--- config.mk ---
export PLATFORM = sky130hd
export DESIGN_NAME = cp0_timer_intc
export DESIGN_NICKNAME = d
export VERILOG_FILES = /design/src/rtl/cp0_timer_intc.sv
export SDC_FILE = /design/constraint.sdc
export NUM_CORES = 1
export LEC_CHECK = 0
export ABC_AREA = 1
export CORE_UTILIZATION = 26
export CTS_BUF_LIST = sky130_fd_sc_hd__clkbuf_4 sky130_fd_sc_hd__clkbuf_8 sky130_fd_sc_hd__clkbuf_16
export DETAILED_ROUTE_END_ITERATION = 10
export PLACE_DENSITY = 0.42
export SYNTH_ARGS = -nofsm -noshare
export SYNTH_HDL_FRONTEND = slang
export SYNTH_SLANG_ARGS = --single-unit
--- constraint.sdc ---
create_clock -name i_clk -period 4.2 [get_ports i_clk]
set_input_delay 0.84 -clock i_clk [delete_from_list [all_inputs] [get_ports i_clk]]
set_output_delay 0.84 -clock i_clk [all_outputs]
set_load 0.02 [all_outputs]
--- src/rtl/cp0_timer_intc.sv ---
// cp0_timer_intc: shared prescaled count, N compare channels with sticky
// timer flags, software/external interrupt lines and a pending-interrupt
// latch that holds a request until the commit stage acknowledges it.
//
// Optional build macro: CP0_TIMER_IRQ_STATS_EN adds a saturating counter of
// accepted interrupt acknowledges, read at rsel=15 and cleared by wsel=15.
//
// Handshake: o_int_req is the valid; i_int_ack is the commit stage taking the
// interrupt in this cycle. An ack is accepted only when o_int_req is high.
// Once latched (PEND) the request stays up until acked, regardless of exl or
// the source dropping. o_int_line is stable for as long as PEND is held.
module cp0_timer_intc #(
  parameter int N_TIMERS = 2,
  parameter int DIV      = 2,
  parameter int N_SW     = 2,
  parameter int N_EXT    = 6,
  parameter int IRQ_W    = N_SW + N_EXT
) (
  input  logic                i_clk,
  input  logic                i_reset,
  input  logic                i_we,
  input  logic [3:0]          i_wsel,
  input  logic [31:0]         i_wd,
  input  logic [3:0]          i_rsel,
  output logic [31:0]         o_rd,
  input  logic                i_ie,
  input  logic                i_exl,
  input  logic [IRQ_W-1:0]    i_im,
  input  logic [N_EXT-1:0]    i_ext_int,
  output logic [N_TIMERS-1:0] o_ti,
  output logic [IRQ_W-1:0]    o_ip,
  output logic                o_int_req,
  output logic [3:0]          o_int_line,
  input  logic                i_int_ack,
  output logic                o_dbg_state
);

  localparam int PW = (DIV > 1) ? $clog2(DIV) : 1;

  typedef enum logic {
    ST_IDLE = 1'b0,
    ST_PEND = 1'b1
  } state_t;

  logic [31:0]         r_count;
  logic [PW-1:0]       r_presc;
  logic [31:0]         r_compare [N_TIMERS];
  logic [N_TIMERS-1:0] r_ti;
  logic [N_SW-1:0]     r_sw_ip;
  state_t              r_state;
  state_t              w_next_state;
  logic [3:0]          r_line;

  logic                w_wr_count;
  logic                w_presc_wrap;
  logic [N_EXT-1:0]    w_ext_lines;
  logic [IRQ_W-1:0]    w_ip;
  logic [IRQ_W-1:0]    w_masked;
  logic [3:0]          w_line_comb;
  logic                w_raw_int;
  logic                w_pend;
  logic [31:0]         w_rd;

  assign w_wr_count   = i_we && (i_wsel == 4'd0);
  assign w_presc_wrap = (r_presc == PW'(DIV - 1));

  // Prescaler and shared count; a software count write wins over an increment.
  always_ff @(posedge i_clk) begin
    if (i_reset) begin
      r_count <= '0;
      r_presc <= '0;
    end else if (w_wr_count) begin
      r_count <= i_wd;
      r_presc <= '0;
    end else if (w_presc_wrap) begin
      r_count <= r_count + 32'd1;
      r_presc <= '0;
    end else begin
      r_presc <= r_presc + PW'(1);
    end
  end

  // Compare registers and sticky flags; a compare write clears its flag even on a hit.
  always_ff @(posedge i_clk) begin
    for (int k = 0; k < N_TIMERS; k++) begin
      if (i_reset) begin
        r_compare[k] <= 32'hFFFF_FFFF;
        r_ti[k]      <= 1'b0;
      end else if (i_we && (i_wsel == 4'(2 + k))) begin
        r_compare[k] <= i_wd;
        r_ti[k]      <= 1'b0;
      end else if (r_count == r_compare[k]) begin
        r_ti[k]      <= 1'b1;
      end
    end
  end

  // Software interrupt bits, written at their cause-register bit position.
  always_ff @(posedge i_clk) begin
    if (i_reset) begin
      r_sw_ip <= '0;
    end else if (i_we && (i_wsel == 4'd1)) begin
      r_sw_ip <= i_wd[N_SW+7:8];
    end
  end

  // External lines with the combined timer flag ORed into the top line.
  always_comb begin
    w_ext_lines          = i_ext_int;
    w_ext_lines[N_EXT-1] = i_ext_int[N_EXT-1] | (|r_ti);
  end

  assign w_ip      = {w_ext_lines, r_sw_ip};
  assign w_masked  = w_ip & i_im;
  assign w_raw_int = i_ie & ~i_exl & (|w_masked);

  // Highest set index of the masked lines; 0 when nothing is pending.
  always_comb begin
    w_line_comb = 4'd0;
    for (int i = 0; i < IRQ_W; i++) begin
      if (w_masked[i]) begin
        w_line_comb = 4'(i);
      end
    end
  end

  // Next-state logic for the pending latch.
  always_comb begin
    w_next_state = r_state;
    case (r_state)
      ST_IDLE: if (w_raw_int && !i_int_ack) w_next_state = ST_PEND;
      ST_PEND: if (i_int_ack)               w_next_state = ST_IDLE;
      default: w_next_state = ST_IDLE;
    endcase
  end

  // State register; the line number is frozen on entry to PEND.
  always_ff @(posedge i_clk) begin
    if (i_reset) begin
      r_state <= ST_IDLE;
      r_line  <= 4'd0;
    end else begin
      r_state <= w_next_state;
      if ((r_state == ST_IDLE) && (w_next_state == ST_PEND)) begin
        r_line <= w_line_comb;
      end
    end
  end

  assign w_pend      = (r_state == ST_PEND);
  assign o_int_req   = w_raw_int | w_pend;
  assign o_int_line  = w_pend ? r_line : w_line_comb;
  assign o_ti        = r_ti;
  assign o_ip        = w_ip;
  assign o_dbg_state = r_state;

`ifdef CP0_TIMER_IRQ_STATS_EN
  logic [31:0] r_stats;

  // Saturating count of accepted acknowledges; a wsel=15 write clears it.
  always_ff @(posedge i_clk) begin
    if (i_reset) begin
      r_stats <= '0;
    end else if (i_we && (i_wsel == 4'd15)) begin
      r_stats <= '0;
    end else if (i_int_ack && o_int_req && (r_stats != 32'hFFFF_FFFF)) begin
      r_stats <= r_stats + 32'd1;
    end
  end
`endif

  // Read mux over registered state.
  always_comb begin
    w_rd = 32'd0;
    if (i_rsel == 4'd0) begin
      w_rd = r_count;
    end else if (i_rsel == 4'd1) begin
      w_rd = 32'(w_ip) << 8;
    end
    for (int k = 0; k < N_TIMERS; k++) begin
      if (i_rsel == 4'(2 + k)) begin
        w_rd = r_compare[k];
      end
    end
`ifdef CP0_TIMER_IRQ_STATS_EN
    if (i_rsel == 4'd15) begin
      w_rd = r_stats;
    end
`endif
  end

  assign o_rd = w_rd;

endmodule

# Yosys cells after proc, flatten, opt, wreduce, memory -nomap -nowiden
# Memories as Yosys holds them, arrays and structs flattened.
# Index checks and enable logic that the tools add are counted.
# W data, S select, Z words.
# word_totals
register_bits,42
elab_cells,69
out_inout_bits,48
mem_bits_rw,64
mem_count,1
# classes
muxes,27
bitwise,9
addsub,2
n_reduce_logical,15
n_eq_ne,8
# mem_list
name,words,word_bits,read_ports,rd_ports_with_merged_regs,write_ports,line_no,source
r_compare,2,32,2,0,2,47,logic [31:0] r_compare [N_TIMERS];
# op_table
operator,n
$mux W32,7
$eq A32 B32 Y1,2
$add A32 B1 Y32 const B,1
$mux W4,7
$eq A4 B2 Y1 const B,4
$mux W16,1
$mux W1,11
$and A8 B8 Y8,1
$eq A4 B1 Y1 const B,2
$logic_not A4 Y1,2
$reduce_or A8 Y1,1
$logic_and A1 B1 Y1,6
$reduce_or A2 Y1,3
$or A1 B1 Y1,4
$reduce_or A3 Y1,1
$and A1 B1 Y1,2
$not A1 Y1,2
$pmux W1 S2,1
$reduce_bool A2 Y1,1
$add A1 B1 Y1 const B,1
$logic_not A1 Y1,1

# Logic depth before layout (Yosys ltp)
# logic_depth
depth_word,11
mapped_depth,10
depth_no_buf,10

# Least setup slack after synthesis
# No wires, ideal clock.
# synth_path
path_kind,input to output
from,input port i_rsel[3]
to,output port o_rd[18]
arrival_time_ns,1.942
path_slack_ns,1.418
path_stages,7
cell_sequence,nor2_1 -> nand2_1 -> nor2_2 -> inv_2 -> buf_2 -> buf_2 -> o211ai_1
# synth_via
elab_chain_cells,4
word_cells_on_any_way,6
cone_classes,eq/ne: 2; mux: 3; reduce/logical: 1
# synth_lines
element,line_no,source
start: declaration,24,"input logic [3:0] i_rsel,"
$logic_not A4 Y1,175,if (i_rsel == 4'd0) begin
$mux W32,175,
$mux W32,181,if (i_rsel == 4'(2 + k)) begin
$mux W32 (*),181,
end: declaration,25,"output logic [31:0] o_rd,"
# Every way passes the cells marked *; elsewhere a longest branch is shown, timed or not.

# Final worst setup path
# layout_path
from,input port i_rsel[3]
to,output port o_rd[8]
# layout_via
elab_chain_cells,5
word_cells_on_any_way,8
cone_classes,eq/ne: 3; mux: 4; reduce/logical: 1
# layout_lines
element,line_no,source
$eq A4 B1 Y1,177,end else if (i_rsel == 4'd1) begin
$mux W16,177,
$mux W32,175,
$mux W32,181,
$mux W32 (*),181,
# Marks and branches as above.

==> impl_metrics.tcl <==
set metrics [dict create \
    overflow 0 \
    floorplan_core_area_sq_um 25300 \
    post_synth.cell_area_avg_sq_um 6.98 \
    nFillCells 2761 \
    cts.hold.buffers_added 0 \
    drt-total-wl_mm 21.9 \
    fin_worst_skew_ns 0.0119 \
    clkSlewWorstSetupHoldPaths_ns 0.07 \
    root_buffer "sky130_fd_sc_hd__clkbuf_16" \
    hold_path.class "reg2reg" \
    cts_tree "done" \
    drc_errors 0 \
    antenna_found_initial 0 \
    synth_top_area_cell "sky130_fd_sc_hd__edfxtp_1" \
    antenna_left 0 \
    routed_wire_length_per_instance_microns 15.8 \
    critical_path.cell_chain "clkdlybuf4s50_1, nor2_1, nand2_1, nor2_2, inv_2, o22ai_1, a21oi_1, nand2_1, clkdlybuf4s50_1" \
    clock_latency_ns 0.36 \
    setup_total_negative_slack_ns 0 \
    final_nets 1108 \
    floorplan.die.height_microns 163 \
    run_status "completed" \
    yosys_warnings 0 \
    start_util 0.267 \
    netlist_area_pre_place_sq_um 6750 \
    crit_path_start_kind "primary input" \
    synth_cells 967 \
    synthDominantCellAreaShare 0.285 \
    p_leak_uw 0.00304 \
    gp_congestion 0.808 \
    hold_path.startpoint "o_ti[0]" \
    finalMaxSlewViolations 0 \
    regToRegEndpoint "r_count[12]" \
    setup_viol_count_final 0 \
    chipWidth_microns 163 \
    area_overhead_of_the_layout_relative_to_synthesis_pct 23.9 \
    layout_min_cycle_time_ns 3.84 \
    slew-limit-headroom 0.431 \
    postLayoutSetupSlackWorst_ns 0.357 \
    proportion_of_layout_cells_with_a_drive_suffix_above_1 0.0523 \
    ys_seq_area_frac 0.406 \
    grt_use_total 0.170 \
    post_synth_num_cell_types 35 \
    firstDrtPassIters 5 \
    cp_slowest_cell "sky130_fd_sc_hd__clkdlybuf4s50_1" \
    vias_per_cell 4.43 \
    grt_setup_unrepaired "false" \
    grt_pass1_vias 6221 \
    max_stage_delay_ns 0.55 \
    hold-path-cell-count 2 \
    ir_worst_vdd_mv 0.204 \
    pin_count 108 \
    dr_total_vias 6120 \
    min_delay_worst_endpoint "o_ti[0]" \
    h_tree_depth 3 \
    final_cycle_share 0.915 \
    regToRegStartpoint "r_count[0]" \
    diodes 0 \
    grt_pass1_wl_mm 34.5 \
    grt_max_degree 34 \
    critPathMaxFanout 29 \
    post-cts-setup-buffers 0 \
    max_clock_freq_mhz 260 \
    max_slew.worst_pin.slew_ns 0.852 \
    clock-sinks 105 \
    timing.critical_path.to_type "output port" \
    clock_path_buffers 2 \
    criticalPathCategory "in2out" \
    hold_violations 0 \
    setup_slack_after_placement_ns 0.347 \
    synth-seq-cells 105 \
    synth.top_cells.by_area "sky130_fd_sc_hd__edfxtp_1, sky130_fd_sc_hd__nand2_1, sky130_fd_sc_hd__dfxtp_1" \
    worstPathArrival_ns 3.00 \
    worst-r2r-cell-count 7 \
    floorplan.rows 58 \
    dr.first_iter.drc_count 351 \
    synth.net_count 1028 \
    worst_ep_required_time_ns 3.36 \
    port_buffers 106 \
    pwr_density_cell_nw_per_um2 281 \
    cts_inserted_buffers 9 \
    floorplan.die_area_sq_um 26600 \
    hpwl_mm 16.4 \
    worst-r2r-setup-slack_ns 2.29 \
    post_cts_sizing 0 \
    drv.max_cap_violation_count 0 \
]
[cells in the final DEF, fill, tap and decap left out, types with 2 or more instances in the layout]
| cell | n |
|---|---|
| sky130_fd_sc_hd__clkdlybuf4s50_1 | 106 |
| sky130_fd_sc_hd__o2111ai_1 | 5 |
| sky130_fd_sc_hd__nand3_1 | 30 |
| sky130_fd_sc_hd__nand4_1 | 3 |
| sky130_fd_sc_hd__clkinvlp_4 | 2 |
| sky130_fd_sc_hd__nor2_4 | 3 |
| sky130_fd_sc_hd__dfxtp_1 | 41 |
| sky130_fd_sc_hd__nand2_2 | 6 |
| sky130_fd_sc_hd__buf_4 | 10 |
| sky130_fd_sc_hd__inv_2 | 2 |
| sky130_fd_sc_hd__xnor2_1 | 46 |
| sky130_fd_sc_hd__o211ai_1 | 15 |
| sky130_fd_sc_hd__clkinv_2 | 2 |
| sky130_fd_sc_hd__o22ai_1 | 26 |
| sky130_fd_sc_hd__nor2_2 | 13 |
| sky130_fd_sc_hd__inv_1 | 132 |
| sky130_fd_sc_hd__edfxtp_1 | 64 |
| sky130_fd_sc_hd__nand2_1 | 373 |
| sky130_fd_sc_hd__a31oi_1 | 3 |
| sky130_fd_sc_hd__xor2_1 | 11 |
| sky130_fd_sc_hd__nor2_1 | 79 |
| sky130_fd_sc_hd__o221ai_1 | 8 |
| sky130_fd_sc_hd__clkbuf_16 | 9 |
| sky130_fd_sc_hd__a21oi_1 | 33 |
| sky130_fd_sc_hd__o21ai_0 | 11 |
| sky130_fd_sc_hd__o21ai_1 | 5 |
[synth_stat cells]
master                      number
sky130_fd_sc_hd__edfxtp_1       64
sky130_fd_sc_hd__buf_4           8
sky130_fd_sc_hd__a21oi_2         1
sky130_fd_sc_hd__o2111ai_1       5
sky130_fd_sc_hd__nand4_1         3
sky130_fd_sc_hd__nand3_1        30
sky130_fd_sc_hd__xor2_1         11
sky130_fd_sc_hd__clkbuf_1       10
sky130_fd_sc_hd__o21ai_1         5
sky130_fd_sc_hd__conb_1          1
sky130_fd_sc_hd__inv_1         132
sky130_fd_sc_hd__buf_2          22
sky130_fd_sc_hd__a22oi_1         1
sky130_fd_sc_hd__nand3_2         1
sky130_fd_sc_hd__o21ai_0        11
sky130_fd_sc_hd__xnor2_1        46
sky130_fd_sc_hd__nor2_1         81
sky130_fd_sc_hd__o211ai_1       15
sky130_fd_sc_hd__inv_2           2
sky130_fd_sc_hd__clkinv_1        1
sky130_fd_sc_hd__o22ai_1        26
sky130_fd_sc_hd__dfxtp_1        41
sky130_fd_sc_hd__o221ai_1        8
sky130_fd_sc_hd__nand2_2         6
sky130_fd_sc_hd__nor2_8          1
sky130_fd_sc_hd__nor2_4          3
sky130_fd_sc_hd__ha_1            1
sky130_fd_sc_hd__a21oi_1        33
sky130_fd_sc_hd__and2_1          1
sky130_fd_sc_hd__nor4_2          1
sky130_fd_sc_hd__clkbuf_2        8
sky130_fd_sc_hd__a21boi_0        1
sky130_fd_sc_hd__nor2_2         11
sky130_fd_sc_hd__nand2_1       373
sky130_fd_sc_hd__a31oi_1         3
[power by group]
part	switching, uW	internal [uW]	leakage [uW]
sequential	42.4	1140	0.000973
clock	413	421	0.000135
combinational	189	149	0.00193
[final cells by class]
type	count	area (sq um)	share of cell area
Clock inverter	6	42.5	0.00508
Inverter	135	507	0.0606
Timing Repair Buffer	117	1160	0.138
Sequential cell	105	2740	0.328
Tap cell	330	413	0.0493
Clock buffer	10	239	0.0286
Multi-Input combinational cell	679	3270	0.391
[metal layers]
metal,global-route usage,wire length [microns]
met1,0.229,10700
met5,0,0
met3,0.0201,577
met4,0.0382,220
met2,0.287,10300
[flip-flops by register name (all words and copies together) (netlist names)]
| signal | count |
|---|---|
| r_sw_ip | 2 |
| r_presc | 1 |
| o_ti | 2 |
| r_count | 32 |
| r_line | 3 |
| r_compare | 64 |
| o_dbg_state | 1 |
[cells by family (layout without fill, tap and decap cells)]
| kind of cell | count (synthesis) | count (layout) | share of synthesized area |
|---|---|---|---|
| AND/OR/NAND/NOR | 511 | 511 | 0.305 |
| buffers and inverters | 183 | 268 | 0.112 |
| AO/OA/AOI/OAI | 109 | 109 | 0.100 |
| flip-flops | 105 | 105 | 0.406 |
| XOR/XNOR | 57 | 57 | 0.0739 |
| adder cells (fa/ha/maj) | 1 | 1 | 0.00185 |
| other | 1 | 1 | 0.000555 |
[critical path: cells and delay by family]
family	cells	cell delay [ns]
buffers and inverters	3	1.54
AOI/OAI and AO/OA	2	0.28
and+or+nand+nor	4	0.32
[worst max-delay path by stage]
stage / startpoint / end / slack, ns / cells after the start
2_1_floorplan: i_rsel[3] / o_rd[18] / 1.42 / 7
6_report: i_rsel[3] / o_rd[8] / 0.36 / 9
5_1_grt: i_rsel[3] / o_rd[8] / 0.15 / 9
4_1_cts: i_rsel[3] / o_rd[9] / 0.34 / 9
3_3_place_gp: i_rsel[3] / o_rd[9] / 0.37 / 9
3_5_place_dp: i_rsel[3] / o_rd[9] / 0.35 / 9
[stage by stage]
step,area [sq um],hold slack (ns),util,power (uW),cells
after floorplan,6750,0.489,-,1380,967
after global placement,8090,0.470,0.319,1550,1366
after detailed placement,8090,0.474,0.319,1550,1366
after CTS,8370,0.486,0.330,2380,1382
after global routing,8370,0.512,0.330,2460,1382
final,8370,0.477,0.330,2350,1382
Note: power is estimated with default switching activity, not from simulation.
